### config.mk
export PLATFORM = sky130hd
export DESIGN_NAME = shadow_dump_ctrl
export DESIGN_NICKNAME = d
export VERILOG_FILES = /design/src/rtl/shadow_dump_pkg.sv /design/src/rtl/shadow_word_packer.sv /design/src/rtl/shadow_dump_ctrl.sv
export SDC_FILE = /design/constraint.sdc
export NUM_CORES = 1
export LEC_CHECK = 0
export BUFFER_PORTS_ARGS = -buffer_cell sky130_fd_sc_hd__buf_2
export CAP_MARGIN = 20
export CELL_PAD_IN_SITES_DETAIL_PLACEMENT = 1
export CELL_PAD_IN_SITES_GLOBAL_PLACEMENT = 1
export CORE_MARGIN = 3
export CORE_UTILIZATION = 33
export DETAILED_ROUTE_END_ITERATION = 8
export PLACE_DENSITY_LB_ADDON = 0.1
export SYNTH_ARGS = -nofsm -noshare
export SYNTH_HDL_FRONTEND = slang
export SYNTH_SLANG_ARGS = --single-unit
### constraint.sdc
create_clock -name sh_clk -period 3.1 [get_ports sh_clk]
set_input_delay 0.155 -clock sh_clk [delete_from_list [all_inputs] [get_ports sh_clk]]
set_output_delay 0.155 -clock sh_clk [all_outputs]
set_load 0.03 [all_outputs]
### src/rtl/shadow_dump_pkg.sv
// Shared state enum, default widths and trailer layout for the dump path.
// SHADOW_DUMP_TRAILER_EN adds the TRAIL state and per-chain trailer words.
package shadow_dump_pkg;

    localparam int DEF_NUM_CHAINS = 32;
    localparam int DEF_WORD_W     = 32;
    localparam int DEF_IDX_W      = 5;
    localparam int DEF_CNT_W      = 16;

    // Trailer: cnt at TRL_CNT_LSB, chain index directly above it.
    localparam int TRL_CNT_LSB = 0;

`ifdef SHADOW_DUMP_TRAILER_EN
    localparam bit TRAILER_EN = 1'b1;
`else
    localparam bit TRAILER_EN = 1'b0;
`endif

    typedef enum logic [2:0] {
        IDLE,
        SEEK,
        DUMP,
        FLUSH,
`ifdef SHADOW_DUMP_TRAILER_EN
        TRAIL,
`endif
        FIN
    } dump_state_e;

endpackage

### src/rtl/shadow_word_packer.sv
// LSB-first bit packer with fill tracking and a saturating chain bit count.
module shadow_word_packer
    import shadow_dump_pkg::*;
#(
    parameter int WORD_W = DEF_WORD_W,
    parameter int CNT_W  = DEF_CNT_W
) (
    input  logic              clk,
    input  logic              rst_n,
    input  logic              clr,
    input  logic              take,
    input  logic              shift,
    input  logic              din,
    output logic [WORD_W-1:0] merged,
    output logic              full,
    output logic              nonempty,
    output logic [CNT_W-1:0]  cnt
);

    localparam int FW = $clog2(WORD_W) + 1;

    logic [WORD_W-1:0] pack;
    logic [FW-1:0]     fill;
    logic [FW-1:0]     fill_m;

    // Bits above fill are always zero, so the flush word is already padded.
    always_comb begin
        merged = pack;
        fill_m = fill;
        if (shift) begin
            merged[fill[FW-2:0]] = din;
            fill_m = fill + FW'(1);
        end
    end

    assign full     = (fill_m == FW'(WORD_W));
    assign nonempty = (fill_m != '0);

    always_ff @(posedge clk or negedge rst_n) begin
        if (!rst_n) begin
            pack <= '0;
            fill <= '0;
            cnt  <= '0;
        end else begin
            if (clr || take) begin
                pack <= '0;
                fill <= '0;
            end else begin
                pack <= merged;
                fill <= fill_m;
            end
            if (clr)
                cnt <= '0;
            else if (shift && cnt != '1)
                cnt <= cnt + CNT_W'(1);
        end
    end

endmodule

### src/rtl/shadow_dump_ctrl.sv
// Walks masked shadow chains, packs their bits and emits words on valid/ready.
// SHADOW_DUMP_TRAILER_EN appends a {cur, cnt} trailer word after each chain.
module shadow_dump_ctrl
    import shadow_dump_pkg::*;
#(
    parameter int NUM_CHAINS = DEF_NUM_CHAINS,
    parameter int WORD_W     = DEF_WORD_W,
    parameter int IDX_W      = DEF_IDX_W,
    parameter int CNT_W      = DEF_CNT_W
) (
    input  logic                  sh_clk,
    input  logic                  sh_rst_n,
    input  logic                  start,
    input  logic [NUM_CHAINS-1:0] chain_mask,
    output logic [NUM_CHAINS-1:0] dump_en,
    input  logic [NUM_CHAINS-1:0] chains_out,
    input  logic [NUM_CHAINS-1:0] chains_out_vld,
    input  logic [NUM_CHAINS-1:0] chains_out_done,
    output logic [WORD_W-1:0]     word_data,
    output logic [IDX_W-1:0]      word_chain,
    output logic                  word_last,
    output logic                  word_vld,
    input  logic                  word_rdy,
    output logic                  busy,
    output logic                  pass_done
);

    dump_state_e state, nxt;

    logic [NUM_CHAINS-1:0] mask;
    logic [IDX_W:0]        cur;
    logic [IDX_W-1:0]      cur_i;
    logic                  cur_end;
    logic                  out_free;
    logic                  accept;
    logic                  clr, take, load, ld_last, ld_trl;
    logic                  cur_inc, en_d, leave;
    logic [WORD_W-1:0]     merged, trl, ld_data;
    logic                  full, nonempty;
    logic [CNT_W-1:0]      cnt;

    assign cur_i    = cur[IDX_W-1:0];
    assign cur_end  = (cur == (IDX_W+1)'(NUM_CHAINS));
    assign out_free = !word_vld || word_rdy;
    assign accept   = (state == DUMP) && dump_en[cur_i]
                      && chains_out_vld[cur_i];

    shadow_word_packer #(
        .WORD_W (WORD_W),
        .CNT_W  (CNT_W)
    ) u_packer (
        .clk      (sh_clk),
        .rst_n    (sh_rst_n),
        .clr      (clr),
        .take     (take),
        .shift    (accept),
        .din      (chains_out[cur_i]),
        .merged   (merged),
        .full     (full),
        .nonempty (nonempty),
        .cnt      (cnt)
    );

    always_comb begin
        trl = '0;
        trl[TRL_CNT_LSB +: CNT_W] = cnt;
        trl[TRL_CNT_LSB + CNT_W +: IDX_W] = cur_i;
    end

    assign ld_data = ld_trl ? trl : merged;

    always_ff @(posedge sh_clk or negedge sh_rst_n) begin
        if (!sh_rst_n)
            state <= IDLE;
        else
            state <= nxt;
    end

    always_comb begin
        nxt     = state;
        clr     = 1'b0;
        take    = 1'b0;
        load    = 1'b0;
        ld_last = 1'b0;
        ld_trl  = 1'b0;
        cur_inc = 1'b0;
        en_d    = 1'b0;
        leave   = 1'b0;
        unique case (state)
            IDLE: if (start) nxt = SEEK;
            SEEK: begin
                if (cur_end) begin
                    nxt = FIN;
                end else if (mask[cur_i]) begin
                    clr = 1'b1;
                    nxt = DUMP;
                end else begin
                    cur_inc = 1'b1;
                end
            end
            DUMP: begin
                if (full && out_free) begin
                    load = 1'b1;
                    take = 1'b1;
                end
                if (chains_out_done[cur_i]) nxt = FLUSH;
                en_d = (nxt == DUMP) && !(full && !take);
            end
            // A full word left over from backpressure goes out first.
            FLUSH: begin
                if (full || nonempty || !TRAILER_EN) begin
                    if (out_free) begin
                        load    = 1'b1;
                        take    = 1'b1;
                        ld_last = !full && !TRAILER_EN;
                        leave   = !full;
                    end
                end else begin
                    leave = 1'b1;
                end
            end
`ifdef SHADOW_DUMP_TRAILER_EN
            TRAIL: begin
                if (out_free) begin
                    load    = 1'b1;
                    ld_trl  = 1'b1;
                    ld_last = 1'b1;
                    cur_inc = 1'b1;
                    nxt     = SEEK;
                end
            end
`endif
            FIN: nxt = IDLE;
            default: nxt = IDLE;
        endcase
        if (leave) begin
`ifdef SHADOW_DUMP_TRAILER_EN
            nxt = TRAIL;
`else
            nxt     = SEEK;
            cur_inc = 1'b1;
`endif
        end
    end

    always_ff @(posedge sh_clk or negedge sh_rst_n) begin
        if (!sh_rst_n) begin
            mask       <= '0;
            cur        <= '0;
            dump_en    <= '0;
            word_vld   <= 1'b0;
            word_data  <= '0;
            word_chain <= '0;
            word_last  <= 1'b0;
            busy       <= 1'b0;
            pass_done  <= 1'b0;
        end else begin
            if (state == IDLE && start) begin
                mask <= chain_mask;
                cur  <= '0;
            end else if (cur_inc) begin
                cur <= cur + (IDX_W+1)'(1);
            end
            dump_en <= en_d ? (NUM_CHAINS'(1) << cur_i) : '0;
            if (load) begin
                word_vld   <= 1'b1;
                word_data  <= ld_data;
                word_chain <= cur_i;
                word_last  <= ld_last;
            end else if (word_rdy) begin
                word_vld <= 1'b0;
            end
            busy      <= (nxt != IDLE) && (nxt != FIN);
            pass_done <= (nxt == FIN);
        end
    end

endmodule
**Yosys cells after proc, flatten, opt, wreduce, memory -nomap -nowiden**

Index checks and enable logic that the tools add are counted.

- Bits in registers: 152
- Output and inout port bits: 73

- $add $sub $neg: 2
- Magnitude comparators: 3
- Equal/unequal tests: 8
- Shift-type cells: 1
- Multiplexer cells: 44
- Reduce and logical (&&, ||, !) cells: 18

Operators with widths:

| cell | number |
|---|---|
| two-way mux 32 bit | 3 |
| bitwise mux 32 bit | 1 |
| << shifter 1 x 5 -> 32 bit (first input constant) | 1 |
| binary-select mux 1 bit (select 5 bit) | 5 |
| two-way mux 6 bit | 4 |
| two-way mux 1 bit | 21 |
| two-way mux 3 bit | 6 |
| adder 6 x 1 -> 6 bit (second input constant) | 2 |
| equality test 6 bit (second input constant) | 2 |
| less-than comparator 5 x 6 -> 1 bit (second input constant) | 2 |
| one-hot mux 3 bit (4 select lines) | 1 |
| equality test 3 x 2 -> 1 bit (second input constant) | 3 |
| logical AND 1 bit | 8 |
| demux 1 bit (select 5 bit) | 1 |
| >= comparator 5 x 1 -> 1 bit (second input constant) | 1 |
| logical NOT 1 bit | 4 |
| one-hot mux 1 bit (2 select lines) | 2 |
| nonzero test 2 bit | 2 |
| equality test 3 x 1 -> 1 bit (second input constant) | 1 |
| equality test 3 bit (second input constant) | 1 |
| logical NOT 3 bit | 1 |
| != test 3 bit (second input constant) | 1 |
| nonzero test 3 bit | 1 |
| logical OR 1 bit | 2 |

**Longest topological paths before layout**

Gate-level depths: netlist (run 1).

- Depth after elaboration: 15
- Mapped depth: 14
- Mapped depth without buffers: 9

**Modules after synthesis**

Synthesis (run 1) repeated with hierarchy kept, for this count alone.

- Cells, all modules: 772
- Area total of the unflattened synthesis: 8354.3 µm²

Modules (own cells, without submodules):

| module | times used | cells an instance | area each (µm²) | sequential area each (µm²) |
|---|---|---|---|---|
| shadow_dump_ctrl | 1 | 484 | 5457.7 | 2852.7 |
| shadow_word_packer | 1 | 288 | 2896.5 | 1351.3 |

**Worst setup path after synthesis (run 1)**

Ideal clock, no wire load.

- Path type: register -> register
- Start: register cur[0]
- End: register word_data[11]
- Data arrival time: 2.661 ns
- Data required time: 2.975 ns
- Path slack: 0.313 ns
- Cell stages (with the launch flop): 11
- Buffers on the path: 5
- Clock period less this slack: 2.787 ns
- Cell sequence: dfrtp_1 -> buf_2 -> buf_4 -> buf_6 -> buf_6 -> mux4_2 -> mux4_2 -> mux2_2 -> clkbuf_1 -> mux2i_1 -> o21ai_1

- Cells in the longest elaborated chain, start to end: 9

RTL lines:

| what | RTL line | source |
|---|---|---|
| start: declaration | shadow_dump_ctrl.sv:31 | `logic [IDX_W:0] cur;` |
| start signal: assignment | shadow_dump_ctrl.sv:162 | `cur <= cur + (IDX_W+1)'(1);` |
| binary-select mux 1 bit (select 5 bit) | shadow_dump_ctrl.sv:45 | `assign accept = (state == DUMP) && dump_en[cur_i]` |
| two-way mux 1 bit (implied by the code) | shadow_dump_ctrl.sv:45 |  |
| logical AND 1 bit | shadow_dump_ctrl.sv:45 |  |
| logical AND 1 bit | shadow_dump_ctrl.sv:46 | `&& chains_out_vld[cur_i];` |
| two-way mux 6 bit | shadow_word_packer.sv:30 | `if (shift) begin` |
| equality test 6 bit | shadow_word_packer.sv:36 | `assign full = (fill_m == FW'(WORD_W));` |
| logical AND 1 bit | shadow_dump_ctrl.sv:102 | `if (full && out_free) begin` |
| two-way mux 1 bit | shadow_dump_ctrl.sv:102 |  |
| one-hot mux 1 bit (2 select lines) | shadow_dump_ctrl.sv:89 | `unique case (state)` |
| end signal: assignment | shadow_dump_ctrl.sv:167 | `word_data <= ld_data;` |
| end: declaration | shadow_dump_ctrl.sv:19 | `output logic [WORD_W-1:0] word_data,` |

Parallel ways exist; a longest one is shown, timed or not. The select of a mux whose other input is x is not followed.
A chain may end at the register's enable or synchronous reset.

**Final worst setup path (run 1)**

- Start: register cur[1]
- End: register word_data[31]

The elaborated chain is that of the path after synthesis.

==> metrics.cfg, run 1 <==
[floorplanning]
coreArea_um2 = 22980
rows = 55
start_util = 0.3400
die_y_um = 159.9
num_io_pins = 205
die_area_um2 = 25560
die_w_um = 159.9

[placement]
place_area_um2 = 9305
dp.cells = 1250
numPortBuffers = 204
place_hpwl_um = 19220
dp_slack_ns = -0.03993
gp_congestion = 0.9513

[sta]
setup-violations-final = 0
whs_ns = 0.2658
rsz0062_at_grt = no
maxSlewViolCount = 0
min_period_ns = 2.926
max_freq_ghz = 0.3418
fin_crit_sh = 0.9438
fin_ws_ns = 0.1741
setup_tns_ns = 0
tightestPinTransition_ns = 0.6416
finalClockSkew_ns = 0.01170
final_hold_viol_count = 0
slew_headroom = 0.5723

[critical_path]
path_depth = 9
worst_setup_path_start_kind = register
cp_cell_sequence = mux4_2 -> mux2_2 -> a311oi_4 -> a41oi_4 -> a31o_1 -> o22ai_2 -> or2_4 -> buf_4 -> o21ai_0
crit_fanout = 15
worstPathRequired_ns = 3.40
end_kind = register
crit_path_start = cur[1]
path_class = reg2reg
slowest_stage = mux4_2
r2r_start = cur[1]
r2r_cells = 9
critPathBufInv = 1
arrival_ns = 3.23
cp_slowest_stage_delay_ns = 0.55
reg2reg_to = word_data[31]
crit_end = word_data[31]
ff2ff_setup_slack_ns = 0.17
crit_family = compound AO/OA/AOI/OAI gates

[cts]
cts_made_buffers = 17
clk_path_buf_depth = 2
cts_tree = yes
clk_pin_slew_ns = 0.07
h-tree-depth = 4
clk_latency_ns = 0.43
cts_sinks = 152
clockRootBuffer = clkbuf_16

[logic_synthesis]
synth_nets = 901
yosys_warnings = 0
synth-async-reset-ratio = 1.000
avgSynthCellArea_um2 = 10.30
synth_area_um2 = 7815
synthCells = 759
synth.yosys.seq_area_share = 0.4867
ys_types = 59
ys_ff_latch = 152
ys.flop_type = dfrtp_1
synth-edff-count = 0

[detailed_routing]
drc = 0
drtAntennaViolNets = 0
wl_per_cell_um = 19.71
drtIter0Drc = 289
first_pass_iters = 4
vias = 6804
via_per_inst = 5.162
drt-total-wl_um = 25980

[global_routing]
grt_pass1_vias = 7592
grtUsageTotal = 0.2057
antenna_found_initial = 1
grt_pass1_wl_um = 41940
overflow = 0
grt_max_degree = 60

[finish]
drive_gt1_frac = 0.3274
multi_input_area_um2 = 3730
fin_cells = 1318
fillerInstances = 2672
nets = 1134
register_area_um2 = 3807
post-route-util = 0.4496
area_growth_pct = 32.23
n_antenna_cell = 0
design_area_um2 = 10330

[job]
maxCapViolCount = 0

[pwr]
internal-power_mw = 4.952
ir_drop_uv = 439.1
p_per_area_nw_per_um2 = 813.9
p_leak_nw = 5.118
switching_share = 0.4112
switchingPower_mw = 3.459
clockPowerShare = 0.254
power_mw = 8.411
combinationalPowerShare = 0.443
p_seq_frac = 0.304

[status]
status = completed

[worst_hold_path]
worst_hold_path_type = in2async

placed cells by master (no fill, tap or decap), types with 3 or more instances in the layout:
cell	n
o21ai_1	23
nand2_1	128
dfrtp_2	3
inv_6	5
nor3_1	27
mux2i_1	57
dfrtp_1	149
buf_12	7
nand4_1	37
nor4b_1	3
a311oi_1	4
mux4_2	28
buf_6	4
nor4_1	7
nor2_1	51
mux2_2	3
clkbuf_16	18
a21oi_1	7
dlygate4sd3_1	33
ha_1	10
buf_2	203
nor2b_1	6
o21ai_0	51
buf_4	30
inv_1	6
nand2b_1	7
xor2_1	6
nand3_1	16
and3_1	5
a22oi_1	9
cell type report:
class / instances / area share
clock buffers: 18 / 0.04153
flip-flops and latches: 152 / 0.3684
repair buffers: 278 / 0.1724
multi-input cells: 535 / 0.3609
well taps: 313 / 0.03790
inverters: 8 / 0.002906
clock inverters: 14 / 0.01586
power by group through the flow:
stage               Combinational, mW  Sequential, mW  Clock (mW)
floorplan                        2.42            2.57           0
global placement                 3.54            2.57           0
detailed placement               3.62            2.59           0
CTS                              3.68            2.55        2.18
global route                     4.10            2.60        2.28
finish                           3.72            2.55        2.13
worst min-delay path by stage:
stage                  start          end  slack, ns
finish              sh_rst_n   dump_en[4]       0.27
detailed placement  sh_rst_n   dump_en[2]       0.18
CTS                 sh_rst_n   dump_en[4]       0.29
floorplan           sh_rst_n         busy      -0.14
global route        sh_rst_n   dump_en[2]       0.32
global placement    sh_rst_n  dump_en[10]       0.16
flip-flops by register name, indices dropped and copies added, names as in the netlist, 3 cells and up:
| register | flops |
|---|---|
| mask | 32 |
| cur | 6 |
| state | 3 |
| dump_en | 32 |
| word_chain | 5 |
| word_data | 32 |
| u_packer.fill | 6 |
| u_packer.pack | 32 |
cell families (layout without fill, tap and decap cells):
family                     count (synthesis)  in the layout  share of synthesized area
AOI/OAI and AO/OA                        119            119                    0.09334
xor gates and xnor gates                   8              8                   0.008966
adders and majority gates                 10             10                    0.01601
buffers and inverters                     72            318                    0.04547
DFF                                      152            152                     0.4867
muxes                                     92             92                     0.1635
and+or+nand+nor                          306            306                     0.1860
Yosys cell counts, types with 16 or more instances:
library cell  instances  share of area
buf_2                20          0.013
clkbuf_1             27          0.013
dfrtp_1             152           0.49
mux2i_1              59          0.076
mux4_2               28          0.081
nand2_1             128          0.061
nand3_1              16          0.010
nand4_1              37          0.030
nor2_1               51          0.024
nor3_1               27          0.017
o21ai_0              51          0.033
o21ai_1              24          0.015
layer usage:
layer,vias up,share of wire,GRT usage,routed length [um]
met3,41,0.037,0.03709,955
met5,-,0.00035,0,9
met4,2,0.022,0.06785,574
li1,3185,-,-,-
met1,3436,0.46,0.2797,12020
met2,140,0.48,0.3342,12420
what timing repair did:
| action | 4_1_cts | 5_1_grt |
|---|---|---|
| setup endpoints to repair | 23 | 88 |
| hold endpoints to repair | 88 | 0 |
| buffers inserted | 0 | 2 |
| gates cloned | 0 | 1 |
| hold buffers | 33 | 0 |
| resized for setup | 4 | 9 |
| pin swaps | 0 | 1 |
Note: power is estimated with default switching activity, not from simulation.
==> run 2: changes to the inputs <==
--- a/config.mk
+++ b/config.mk
@@ -9,7 +9,7 @@
 export CAP_MARGIN = 20
 export CELL_PAD_IN_SITES_DETAIL_PLACEMENT = 1
 export CELL_PAD_IN_SITES_GLOBAL_PLACEMENT = 1
-export CORE_MARGIN = 3
+export CORE_ASPECT_RATIO = 0.6
 export CORE_UTILIZATION = 33
 export DETAILED_ROUTE_END_ITERATION = 8
 export PLACE_DENSITY_LB_ADDON = 0.1
==> metrics.cfg, run 2 (synthesized netlist as in run 1, its figures left out) <==
[cts]
cts_tree = yes
h-tree-depth = 4
cts_sinks = 152
clockRootBuffer = clkbuf_16
clk_path_buf_depth = 2
clk_pin_slew_ns = 0.07
cts_made_buffers = 17
clk_latency_ns = 0.44

[detailed_routing]
first_pass_iters = 5
drtAntennaViolNets = 0
vias = 6914
drtIter0Drc = 394
drc = 0
via_per_inst = 5.183
drt-total-wl_um = 26490
wl_per_cell_um = 19.86

[placement]
numPortBuffers = 204
dp.cells = 1263
place_hpwl_um = 18970
gp_congestion = 0.8017

[global_routing]
grtUsageTotal = 0.2277
antenna_found_initial = 0
grt_max_degree = 69
overflow = 0
grt_pass1_wl_um = 42270
grt_pass1_vias = 7260

[pwr]
ir_drop_uv = 420.9
combinationalPowerShare = 0.451
p_seq_frac = 0.279
switchingPower_mw = 3.613
p_leak_nw = 5.235
internal-power_mw = 5.409
switching_share = 0.4005
p_per_area_nw_per_um2 = 856.0
clockPowerShare = 0.271

[finish]
layout_common_cells = 203 x buf_2, 149 x dfrtp_1, 128 x nand2_1
nets = 1148
fillerInstances = 2630
area_growth_pct = 34.87
drive_gt1_frac = 0.3376
register_area_um2 = 3810
multi_input_area_um2 = 3712
fin_cells = 1334
mostFrequentLayoutCell = buf_2
n_antenna_cell = 0

[floorplanning]
die_area_um2 = 24320
die_w_um = 200.7
coreArea_um2 = 23190
num_io_pins = 205
die_y_um = 121.2
rows = 43
start_util = 0.3370

[sta]
fin_crit_sh = 0.9414
min_period_ns = 2.918
setup_tns_ns = 0
final_hold_viol_count = 0
maxSlewViolCount = 0
slew_headroom = 0.4833
tightestPinTransition_ns = 0.7727
max_freq_ghz = 0.3427
setup-violations-final = 0
rsz0062_at_grt = no
finalClockSkew_ns = 0.01043

[worst_hold_path]
worst_hold_path_type = in2reg

[critical_path]
worst_setup_path_start_kind = register
path_class = reg2reg
arrival_ns = 3.29
crit_fanout = 38
end_kind = register
worstPathRequired_ns = 3.47

[status]
status = completed

[job]
maxCapViolCount = 0

[run 2: through the flow]
step / power, mW / utilization / hold WS, ns / setup WS (ns) / area (um^2)
5_1_grt: 9.546 / 0.4545 / 0.1614 / 0.006193 / 10540
6_report: 9.022 / 0.4545 / 0.1246 / 0.1818 / 10540
3_3_place_gp: 6.427 / 0.4060 / 0.2097 / -0.006546 / 9415
4_1_cts: 8.968 / 0.4500 / 0.1194 / 0.005815 / 10440
3_5_place_dp: 6.459 / 0.4060 / 0.2171 / -0.01805 / 9415
2_1_floorplan: 4.990 / - / -0.1406 / 0.3134 / 7815
[run 2: critical path: stages, from the launching register on]
cell and delay, ns:
dfrtp_2 0.47, mux4_2 0.52, mux2_2 0.30, a311oi_2 0.33, a41oi_4 0.11, a31o_1 0.24, o22ai_2 0.23, buf_6 0.21
o21ai_2 0.08, buf_12 0.19, nor2_1 0.14
[run 2: timing repair]
action                                  in CTS  in global routing
endpoints found under the hold margin       98                  0
pin swaps                                    1                  1
gates resized for setup                      1                 11
endpoints found under the setup margin      59                 90
hold buffers                                33                  0
setup buffers                                0                  6
[run 2: final timing paths]
kind	start	endpoint	slack, ns	cells after the start
worst max-delay path	cur[1]	u_packer.pack[30]	0.18	10
worst min-delay path	word_rdy	word_vld	0.12	3
worst max register to register	cur[1]	u_packer.pack[30]	0.18	10
worst min register to register	mask[27]	mask[27]	0.48	2
max in group asynchronous	sh_rst_n	cur[0]	1.98	3
min in group asynchronous	sh_rst_n	word_data[10]	0.29	2
[run 2: cell type report]
cell class,instances,area share
sequential,152,0.3615
tap,315,0.03739
inverter,8,0.003205
clock inverter,14,0.02315
timing repair buffer,292,0.1809
multi-input combinational,535,0.3522
clock buffer,18,0.04167
[run 2: routing by layer]
layer  vias to the layer above  routed length [um]  track usage
li1                       3216                   -            -
met1                      3551               14350       0.3536
met2                       133               10980       0.3199
met3                        14                 985      0.04672
met4                         0                 178      0.05105
met5                         -                   0            0
[run 2: power by group through the flow]
| stage | Combinational, mW | Clock [mW] | Sequential (mW) |
|---|---|---|---|
| final | 4.06 | 2.44 | 2.52 |
| after global routing | 4.42 | 2.57 | 2.55 |
| after CTS | 3.94 | 2.49 | 2.54 |
| after detailed placement | 3.89 | 0 | 2.57 |
| after global placement | 3.86 | 0 | 2.56 |
| after floorplan | 2.42 | 0 | 2.57 |
